**config.mk**
```make
export PLATFORM = sky130hd
export DESIGN_NAME = regfile_writeback_flat
export DESIGN_NICKNAME = d
export VERILOG_FILES = /design/src/rtl/regfile_writeback_if.sv /design/src/rtl/regfile_writeback.sv /design/src/flat_wrapper.sv
export SDC_FILE = /design/constraint.sdc
export NUM_CORES = 1
export LEC_CHECK = 0
export ABC_AREA = 0
export CORE_ASPECT_RATIO = 1.5
export CORE_MARGIN = 2
export CORE_UTILIZATION = 56
export DETAILED_ROUTE_END_ITERATION = 7
export HOLD_SLACK_MARGIN = 0.15
export PLACE_DENSITY = 0.81
export SETUP_SLACK_MARGIN = 0.5
export SYNTH_ARGS = -nofsm -noshare
export SYNTH_HDL_FRONTEND = slang
export SYNTH_SLANG_ARGS = --single-unit
```
**constraint.sdc**
```tcl
create_clock -name clk -period 10 [get_ports clk]
set_input_delay 2.5 -clock clk [delete_from_list [all_inputs] [get_ports clk]]
set_output_delay 2.5 -clock clk [all_outputs]
set_load 0.01 [all_outputs]
```
**src/rtl/regfile_writeback_if.sv**
```systemverilog
// Writeback bus bundle: ALU and load producer handshakes, register file write port,
// decode hazard queries. qBypass1/qBypass2 exist only with REGFILE_WB_BYPASS_EN.
interface regfile_writeback_if #(
   parameter int N     = 32,
   parameter int DEPTH = 4
);
   logic                   aluValid;
   logic                   aluReady;
   logic [4:0]             aluAddress;
   logic [N-1:0]           aluData;
   logic                   ldValid;
   logic                   ldReady;
   logic [4:0]             ldAddress;
   logic [N-1:0]           ldData;
   logic                   regWrite;
   logic [4:0]             writeAddress;
   logic [N-1:0]           writeData;
   logic [4:0]             qAddress1;
   logic [4:0]             qAddress2;
   logic                   qHazard1;
   logic                   qHazard2;
   logic [$clog2(DEPTH):0] count;
`ifdef REGFILE_WB_BYPASS_EN
   logic [N-1:0]           qBypass1;
   logic [N-1:0]           qBypass2;

   modport master (
      input  aluValid, aluAddress, aluData, ldValid, ldAddress, ldData, qAddress1, qAddress2,
      output aluReady, ldReady, regWrite, writeAddress, writeData, qHazard1, qHazard2, count,
             qBypass1, qBypass2
   );
   modport slave (
      output aluValid, aluAddress, aluData, ldValid, ldAddress, ldData, qAddress1, qAddress2,
      input  aluReady, ldReady, regWrite, writeAddress, writeData, qHazard1, qHazard2, count,
             qBypass1, qBypass2
   );
`else
   modport master (
      input  aluValid, aluAddress, aluData, ldValid, ldAddress, ldData, qAddress1, qAddress2,
      output aluReady, ldReady, regWrite, writeAddress, writeData, qHazard1, qHazard2, count
   );
   modport slave (
      output aluValid, aluAddress, aluData, ldValid, ldAddress, ldData, qAddress1, qAddress2,
      input  aluReady, ldReady, regWrite, writeAddress, writeData, qHazard1, qHazard2, count
   );
`endif
endinterface

```
**src/rtl/regfile_writeback.sv**
```systemverilog
// Register-file write-side master: merges ALU results and FIFO-buffered loads onto one
// registered write port and flags pending-write hazards. Option: REGFILE_WB_BYPASS_EN.
module regfile_writeback #(
   parameter int N        = 32,
   parameter int DEPTH    = 4,
   parameter int MAX_WAIT = 3
) (
   input logic                 clk,
   input logic                 rst,
   regfile_writeback_if.master bus
);
   localparam int PW = $clog2(DEPTH);
   localparam int CW = PW + 1;
   localparam int WW = $clog2(MAX_WAIT + 1);

   typedef enum logic [0:0] {PRI = 1'b0, DRAIN = 1'b1} state_t;

   state_t        state_r;
   state_t        state_next_s;
   logic [WW-1:0] wait_r;
   logic [WW-1:0] wait_next_s;

   logic [4:0]    fifo_addr_r [DEPTH];
   logic [N-1:0]  fifo_data_r [DEPTH];
   logic [PW-1:0] head_r;
   logic [PW-1:0] tail_r;
   logic [CW-1:0] count_r;
   logic [CW-1:0] count_next_s;

   logic          reg_write_r;
   logic [4:0]    write_address_r;
   logic [N-1:0]  write_data_r;

   logic          fifo_empty_s;
   logic          alu_ready_s;
   logic          ld_ready_s;
   logic          push_s;
   logic          pop_s;
   logic          alu_grant_s;
   logic          grant_s;
   logic [4:0]    grant_address_s;
   logic [N-1:0]  grant_data_s;
   logic [DEPTH-1:0] entry_valid_s;
   logic          hazard1_s;
   logic          hazard2_s;

   // ldReady looks only at registered occupancy, so a pop never frees a slot in the same cycle
   assign fifo_empty_s = (count_r == {CW{1'b0}});
   assign ld_ready_s   = (count_r < CW'(DEPTH));
   assign alu_ready_s  = (state_r == PRI);
   assign push_s       = bus.ldValid & ld_ready_s & (bus.ldAddress != 5'd0);
   assign count_next_s = count_r + CW'(push_s) - CW'(pop_s);

   always_comb begin
      state_next_s = PRI;
      wait_next_s  = wait_r;
      alu_grant_s  = 1'b0;
      pop_s        = 1'b0;
      case (state_r)
         PRI: begin
            if (bus.aluValid) begin
               alu_grant_s = 1'b1;
               wait_next_s = fifo_empty_s ? {WW{1'b0}} : (wait_r + WW'(1));
            end else if (!fifo_empty_s) begin
               pop_s       = 1'b1;
               wait_next_s = {WW{1'b0}};
            end else begin
               wait_next_s = {WW{1'b0}};
            end
            state_next_s = (wait_next_s == WW'(MAX_WAIT)) ? DRAIN : PRI;
         end
         DRAIN: begin
            pop_s        = !fifo_empty_s;
            wait_next_s  = {WW{1'b0}};
            state_next_s = PRI;
         end
         default: begin
            wait_next_s  = {WW{1'b0}};
            state_next_s = PRI;
         end
      endcase
   end

   // Address-0 ALU results are consumed without a write
   always_comb begin
      grant_s         = 1'b0;
      grant_address_s = write_address_r;
      grant_data_s    = write_data_r;
      if (alu_grant_s) begin
         grant_s         = (bus.aluAddress != 5'd0);
         grant_address_s = bus.aluAddress;
         grant_data_s    = bus.aluData;
      end else if (pop_s) begin
         grant_s         = 1'b1;
         grant_address_s = fifo_addr_r[head_r];
         grant_data_s    = fifo_data_r[head_r];
      end else begin
         grant_s         = 1'b0;
      end
   end

   always_ff @(posedge clk or posedge rst) begin
      if (rst) begin
         state_r <= PRI;
         wait_r  <= {WW{1'b0}};
      end else begin
         state_r <= state_next_s;
         wait_r  <= wait_next_s;
      end
   end

   always_ff @(posedge clk or posedge rst) begin
      if (rst) begin
         head_r  <= {PW{1'b0}};
         tail_r  <= {PW{1'b0}};
         count_r <= {CW{1'b0}};
         for (int i = 0; i < DEPTH; i++) begin
            fifo_addr_r[i] <= 5'd0;
            fifo_data_r[i] <= {N{1'b0}};
         end
      end else begin
         if (push_s) begin
            fifo_addr_r[tail_r] <= bus.ldAddress;
            fifo_data_r[tail_r] <= bus.ldData;
            tail_r              <= tail_r + PW'(1);
         end
         if (pop_s) begin
            head_r <= head_r + PW'(1);
         end
         count_r <= count_next_s;
      end
   end

   always_ff @(posedge clk or posedge rst) begin
      if (rst) begin
         reg_write_r     <= 1'b0;
         write_address_r <= 5'd0;
         write_data_r    <= {N{1'b0}};
      end else begin
         reg_write_r <= grant_s;
         if (grant_s) begin
            write_address_r <= grant_address_s;
            write_data_r    <= grant_data_s;
         end
      end
   end

   // An entry is live when its distance from head is below the occupancy
   always_comb begin
      entry_valid_s = {DEPTH{1'b0}};
      hazard1_s     = reg_write_r & (write_address_r == bus.qAddress1);
      hazard2_s     = reg_write_r & (write_address_r == bus.qAddress2);
      for (int i = 0; i < DEPTH; i++) begin
         entry_valid_s[i] = ({1'b0, PW'(i) - head_r} < count_r);
         hazard1_s = hazard1_s | (entry_valid_s[i] & (fifo_addr_r[i] == bus.qAddress1));
         hazard2_s = hazard2_s | (entry_valid_s[i] & (fifo_addr_r[i] == bus.qAddress2));
      end
      hazard1_s = hazard1_s & (bus.qAddress1 != 5'd0);
      hazard2_s = hazard2_s & (bus.qAddress2 != 5'd0);
   end

`ifdef REGFILE_WB_BYPASS_EN
   logic [N-1:0] bypass1_s;
   logic [N-1:0] bypass2_s;

   // Walk head to tail so younger entries override, then let the output stage win
   always_comb begin
      bypass1_s = {N{1'b0}};
      bypass2_s = {N{1'b0}};
      for (int k = 0; k < DEPTH; k++) begin
         if ((CW'(k) < count_r) && (fifo_addr_r[head_r + PW'(k)] == bus.qAddress1)) begin
            bypass1_s = fifo_data_r[head_r + PW'(k)];
         end else begin
            bypass1_s = bypass1_s;
         end
         if ((CW'(k) < count_r) && (fifo_addr_r[head_r + PW'(k)] == bus.qAddress2)) begin
            bypass2_s = fifo_data_r[head_r + PW'(k)];
         end else begin
            bypass2_s = bypass2_s;
         end
      end
      if (reg_write_r && (write_address_r == bus.qAddress1)) begin
         bypass1_s = write_data_r;
      end else begin
         bypass1_s = bypass1_s;
      end
      if (reg_write_r && (write_address_r == bus.qAddress2)) begin
         bypass2_s = write_data_r;
      end else begin
         bypass2_s = bypass2_s;
      end
      bypass1_s = hazard1_s ? bypass1_s : {N{1'b0}};
      bypass2_s = hazard2_s ? bypass2_s : {N{1'b0}};
   end

   assign bus.qBypass1 = bypass1_s;
   assign bus.qBypass2 = bypass2_s;
`endif

   assign bus.aluReady     = alu_ready_s;
   assign bus.ldReady      = ld_ready_s;
   assign bus.regWrite     = reg_write_r;
   assign bus.writeAddress = write_address_r;
   assign bus.writeData    = write_data_r;
   assign bus.qHazard1     = hazard1_s;
   assign bus.qHazard2     = hazard2_s;
   assign bus.count        = count_r;
endmodule

```
**src/flat_wrapper.sv**
```systemverilog
// flat-port wrapper written by rule: the top's interface ports become plain ports
module regfile_writeback_flat 
#(
   parameter int N        = 32,
   parameter int DEPTH    = 4,
   parameter int MAX_WAIT = 3
)
  (clk, rst, bus_aluValid, bus_aluAddress, bus_aluData, bus_ldValid, bus_ldAddress, bus_ldData, bus_qAddress1, bus_qAddress2, bus_aluReady, bus_ldReady, bus_regWrite, bus_writeAddress, bus_writeData, bus_qHazard1, bus_qHazard2, bus_count);
  regfile_writeback_if #(.N(N), .DEPTH(DEPTH)) bus_i ();
  input logic clk;
  input logic rst;
  input wire logic [$bits(bus_i.aluValid)-1:0] bus_aluValid;
  input wire logic [$bits(bus_i.aluAddress)-1:0] bus_aluAddress;
  input wire logic [$bits(bus_i.aluData)-1:0] bus_aluData;
  input wire logic [$bits(bus_i.ldValid)-1:0] bus_ldValid;
  input wire logic [$bits(bus_i.ldAddress)-1:0] bus_ldAddress;
  input wire logic [$bits(bus_i.ldData)-1:0] bus_ldData;
  input wire logic [$bits(bus_i.qAddress1)-1:0] bus_qAddress1;
  input wire logic [$bits(bus_i.qAddress2)-1:0] bus_qAddress2;
  output wire logic [$bits(bus_i.aluReady)-1:0] bus_aluReady;
  output wire logic [$bits(bus_i.ldReady)-1:0] bus_ldReady;
  output wire logic [$bits(bus_i.regWrite)-1:0] bus_regWrite;
  output wire logic [$bits(bus_i.writeAddress)-1:0] bus_writeAddress;
  output wire logic [$bits(bus_i.writeData)-1:0] bus_writeData;
  output wire logic [$bits(bus_i.qHazard1)-1:0] bus_qHazard1;
  output wire logic [$bits(bus_i.qHazard2)-1:0] bus_qHazard2;
  output wire logic [$bits(bus_i.count)-1:0] bus_count;
  assign bus_i.aluValid = bus_aluValid;
  assign bus_i.aluAddress = bus_aluAddress;
  assign bus_i.aluData = bus_aluData;
  assign bus_i.ldValid = bus_ldValid;
  assign bus_i.ldAddress = bus_ldAddress;
  assign bus_i.ldData = bus_ldData;
  assign bus_i.qAddress1 = bus_qAddress1;
  assign bus_i.qAddress2 = bus_qAddress2;
  assign bus_aluReady = bus_i.aluReady;
  assign bus_ldReady = bus_i.ldReady;
  assign bus_regWrite = bus_i.regWrite;
  assign bus_writeAddress = bus_i.writeAddress;
  assign bus_writeData = bus_i.writeData;
  assign bus_qHazard1 = bus_i.qHazard1;
  assign bus_qHazard2 = bus_i.qHazard2;
  assign bus_count = bus_i.count;
  regfile_writeback #(.N(N), .DEPTH(DEPTH), .MAX_WAIT(MAX_WAIT)) u_core (.clk(clk), .rst(rst), .bus(bus_i));
endmodule
```
======== Yosys cells after proc, flatten, opt, wreduce, memory -nomap -nowiden ========
Index checks and enable logic that the tools add are counted.
storage, ports and cells
  flip-flop bits (word level) ............. 196
  input bits .............................. 88
  output and inout port bits .............. 45
  logic and storage cells ................. 107
cells by class
  add/subtract/negate cells ............... 9
  order comparisons ....................... 8
  equal/unequal tests ..................... 11
  mux-type cells .......................... 29
  bitwise gates (word level) .............. 25
  reductions and logical operators ........ 9
operators with widths
  operator               count
  $mux W32               5
  $bwmux W128            1
  $bmux W32 S2           1
  $demux W32 S2          1
  $eq A5 B5 Y1           10
  $mux W5                5
  $bwmux W20             1
  $reduce_bool A5 Y1     4
  $and A1 B1 Y1          14
  $lt A2 B3 Y1           4
  $bmux W5 S2            1
  $demux W5 S2           1
  $or A1 B1 Y1           8
  $mux W1                7
  $add A2 B1 Y2 const B  3
  $ge A3 B3 Y1 const B   2
  $mux W2                3
  $not A2 Y3             2
  $pmux W1 S2            2
  $pmux W2 S2            1
  $sub A1 B2 Y2 const A  2
  $sub A2 B2 Y2 const A  2
  $add A3 B1 Y3          1
  $logic_not A3 Y1       1
  other kinds (9)        9

======== Longest topological paths before layout ========
  word-level depth ........................ 8
  gate-level depth with buffers ........... 9

======== Worst setup path before layout ========
No wires, ideal clock.
  kind .................................... in2out
  start point ............................. input port bus_qAddress2[4]
  end point ............................... output port bus_qHazard2
  arrival ................................. 3,730 ps
  data required time ...................... 7,500 ps
  path slack .............................. 3,770 ps
  cell stages on the path ................. 6
  buffers on the path ..................... 1
  cells stage by stage .................... clkbuf_1 xnor2_1 nand3_1 or4_1 o211ai_1 o22a_1
on the way
  cells in the longest elaborated chain, start to end .. 7
ends and longest elaborated chain
  item                                     RTL line                                            text
  start, declared                          flat_wrapper.sv:19                                  input wire logic [$bits(bus_i.qAddress2)-1:0] bus_qAddress2;
  $eq A5 B5 Y1, on equally long branches   regfile_writeback.sv:152, regfile_writeback.sv:156
  $and A1 B1 Y1, on equally long branches  regfile_writeback.sv:152, regfile_writeback.sv:156
  $or A1 B1 Y1 (4 in a row)                regfile_writeback.sv:156                            hazard2_s = hazard2_s | (entry_valid_s[i] & (fifo_addr_r[i] == bus.qAddress2));
  $and A1 B1 Y1 *                          regfile_writeback.sv:159                            hazard2_s = hazard2_s & (bus.qAddress2 != 5'd0);
  end, declared                            flat_wrapper.sv:26                                  output wire logic [$bits(bus_i.qHazard2)-1:0] bus_qHazard2;
Mark *: on every way between the ends. The rest lies on a longest branch, timed or not.

======== Final worst setup path ========
Same ends and word-level chain as after synthesis.

==> summary.md <==
| Metric | Value |
|---|---|
| Status | `complete, but fails checks` |
| Failing checks | `DRC` |
| Total Routed Length | `about 24000 µm` |
| Aggregate global routing overflow | `0` |
| Postcts setup bufs | `0` |
| Slew @ Worst Pin | `approximately 1100 ps` |
| Skew final | `approximately 12 ps` |
| Skew-Pair Late Insertion Delay | `roughly 440 ps` |
| Initial core utilization | `57.4%` |
| Clock Sinks | `between 150 and 200` |
| Sequential area share after synthesis | `roughly half` |
| Sw power | `approximately 1.3 mW` |
| Max_slew headroom | `a little over a quarter` |
| Pleak | `~5.5 nW` |
| Tmin final | `about 7300 ps` |
| Endpoints failing setup | `0` |
| DRC Markers | `8` |
| DRT Pass-1 Iters | `7` |
| Crit share post-route | `between 70% and 80%` |
| Buffers on Ports | `132` |
| Num CTS Buffers | `17` |
| Worst EP required | `between 7000 and 8000 ps` |
| Clk root buf | `clkbuf_16` |
| H-tree Lvls | `4` |
| Data arrival, critical path | `roughly 4800 ps` |
| Worst setup path class | `input pin to output pin` |
| Hold WS | `between 400 and 500 ps` |
| Sequential share of power | `between 30% and 40%` |
| Reg clk slew, reported paths | `~70 ps` |
| Vias per inst | `around 5.8` |
| RSZ-0062 raised after global routing | `false` |
| Num ports | `133` |
| Largest net degree at the start of global routing | `109` |
| Initial antenna violation count | `0` |
| Row Count | `slightly below 60` |
| First-pass GRT wire length | `~38000 µm` |
| Layout area overhead | `19.2%` |
| Final Max Tran Viols | `0` |
| Worst Setup Start Kind | `input pin` |
| Switching share of power | `between 30% and 40%` |
| Die width | `roughly 110 µm` |
| Fmax | `0.137 GHz` |
| TritonCTS clock tree | `done` |
| Post-synth EDFFs | `0` |
| Global-route usage over all layers | `about a quarter` |
| VDD IR max | `0.000176 V` |
| Largest family of logic cells by synthesized area | `multiplexers` |
| Number of warnings issued by yosys | `0` |
| Cell Chain, Critical Path | `clkdlybuf4s50_1 -> xnor2_1 -> nand3_1 -> or4_1 -> o211ai_1 -> o22a_1 -> clkdlybuf4s50_1` |
| Complex-gate fraction of the synthesized area | `2.91%` |
| Multi-input gate area | `roughly 4700 µm²` |
| Mux share of post-synthesis cell area | `33.2%` |
| Routed Antenna Nets | `0` |
| PwrDens | `about 340 nW/µm²` |
| Slowest CP cell | `clkdlybuf4s50_1` |
| 1st-iter DRT viols | `around 320` |
| Simple-Gate Fraction of Synth Area | `approximately 4.2%` |
| Ant diodes | `0` |
| XOR/XNOR share of the synthesized area | `4.99%` |
| Ys async rst share | `100%` |
| Synth Net Count | `770` |
| Hold-fix buffers at CTS | `0` |
| Slowest stage delay, CP | `approximately 730 ps` |
| Die area | `around 19000 µm²` |
| Vias in the first global route | `about 6.7k` |
| Hold crit path type | `register to register` |
| Pwr Total | `approximately 4 mW` |
| Die height | `between 150 and 200 µm` |
| Count of cell types in the netlist | `38` |
| PostCTS Resize Cnt | `0` |
| Clock Power Share | `a little under a fifth` |
| Worst path bufs/invs | `2` |
| CP endpoint kind | `output pin` |
| Mean area per synthesized cell | `~15 µm²` |
| Via count | `approximately 5.9k` |
| Layout cells sized above 1 | `approximately 29%` |
| # fillers | `1205` |
| Max Cap Viol | `0` |
| Fraction of the mapped netlist area in adder cells | `roughly 1.5%` |
| Synthesis-stage register bit count | `just under 200` |
| Comb pwr share | `between 40 and 50%` |
| Register Area | `about 5000 µm²` |
| Core area | `roughly 17000 µm²` |
| Crit path max-delay family | `buffers and inverters` |
| Cell count after synthesis | `671` |
| Post-layout net count | `between 800 and 900` |
| Critical path peak fanout | `6` |
| Cell area after synthesis | `10000 µm²` |
| Final TNS setup | `0 ps` |
| Maximum root-to-sink buffer count | `2` |
| Detail Placement HPWL | `~16000 µm` |
| Pint | `~2.7 mW` |
| Fin. Hold Viols | `0` |
| RD Place Congestion | `around 0.9` |
| Most used cell, CP | `clkdlybuf4s50_1` |
| Ys flop type | `dfrtp_1` |
| Drt wl/cell | `between 20 and 25 µm` |
## sequential cells by signal (all words and copies together), names as in the netlist
signal and flops:
u_core.state_r 1, u_core.bus.count 3, u_core.bus.writeData 32, u_core.bus.regWrite 1, u_core.wait_r 2, u_core.fifo_addr_r 20, u_core.head_r 2, u_core.bus.writeAddress 5
u_core.fifo_data_r 128, u_core.tail_r 2
## cell type report
class	count	share of cell area (%)
sequential	196	41.1
multi-input combinational	418	39.3
timing repair buffer	137	11.4
clock buffer	22	3.89
tap	213	2.23
clock inverter	10	1.62
inverter	12	0.441
## Yosys cell counts, types with 2 or more instances
cell type  count  share of area (%)
xor2_1        25                2.2
mux2_2        28                3.2
o211ai_1       2               0.15
nand2b_1       2               0.13
nand2_8        4               0.80
o21ai_0        3               0.15
mux2i_1       37                3.7
nand2_1        2              0.075
buf_1          5               0.19
nor4_1         5               0.31
nor3_1         7               0.35
mux2_4       120                 18
inv_1         12               0.45
nor2_1        38                1.4
clkbuf_1      19               0.71
buf_2          8               0.40
buf_12        12                2.4
or4_1          4               0.30
xnor2_1       32                2.8
nand3_1        7               0.35
dfrtp_1      196                 49
a21oi_1       42                2.1
ha_1          10                1.3
mux4_2        37                8.3
## cell usage in the layout (no fill, tap or decap), types with 25 or more instances in the layout
cell type	instances
nor2_1	38
xor2_1	25
a21oi_1	41
mux2_2	28
xnor2_1	32
mux2_4	120
mux2i_1	37
clkdlybuf4s50_1	132
mux4_2	37
dfrtp_1	194
## logic make-up after synthesis
family | count (synthesis)
AO/OA/AOI/OAI | 53
XOR/XNOR | 57
adder cells (fa/ha/maj) | 11
buffers and inverters | 57
flip-flops | 196
multiplexers | 222
AND/OR/NAND/NOR | 75
## through the flow
stage / util [%] / std cells / setup slack (ps) / instance area, µm²
after CTS: 68.5 / 1008 / 2690 / 11900
after global routing: 68.5 / 1008 / 2540 / 11900
after global placement: 64.7 / 976 / 2710 / 11300
after floorplan: - / 671 / 2160 / 10000
after detailed placement: 64.7 / 976 / 2700 / 11300
final: 68.5 / 1008 / 2700 / 11900
## routing by layer
metal	GRT usage, %	share of wire [%]	vias to the layer above
met1	31.0	37	3085
li1	-	-	2631
met2	49.8	57	132
met4	9.65	2.6	0
met5	0	0	-
met3	3.87	3.2	31
## path summary, 6_finish.rpt
kind | endpoint | slack (ps) | cells past startpoint | start
min in group asynchronous | u_core.bus.writeData[10]$_DFFE_PP0P_ | 2630 | 2 | rst
max | bus_qHazard2 | 2700 | 7 | bus_qAddress2[4]
min | u_core.wait_r[0]$_DFF_PP0_ | 490 | 1 | u_core.wait_r[0]$_DFF_PP0_
min reg2reg | u_core.wait_r[0]$_DFF_PP0_ | 490 | 1 | u_core.wait_r[0]$_DFF_PP0_
max reg2reg | u_core.bus.writeData[8]$_DFFE_PP0P_ | 7080 | 7 | u_core.state_r$_DFF_PP0_
max in group asynchronous | u_core.head_r[1]$_DFFE_PP0N_ | 5690 | 3 | rst
## power by group through the flow
stage | clock, mW | sequential (mW) | combinational, mW
floorplan | 0 | 1.44 | 1.28
global placement | 0 | 1.47 | 1.70
detailed placement | 0 | 1.52 | 1.75
CTS | 0.773 | 1.51 | 1.77
global route | 0.805 | 1.56 | 1.88
finish | 0.763 | 1.51 | 1.74
Note: power is estimated with default switching activity, not from simulation.
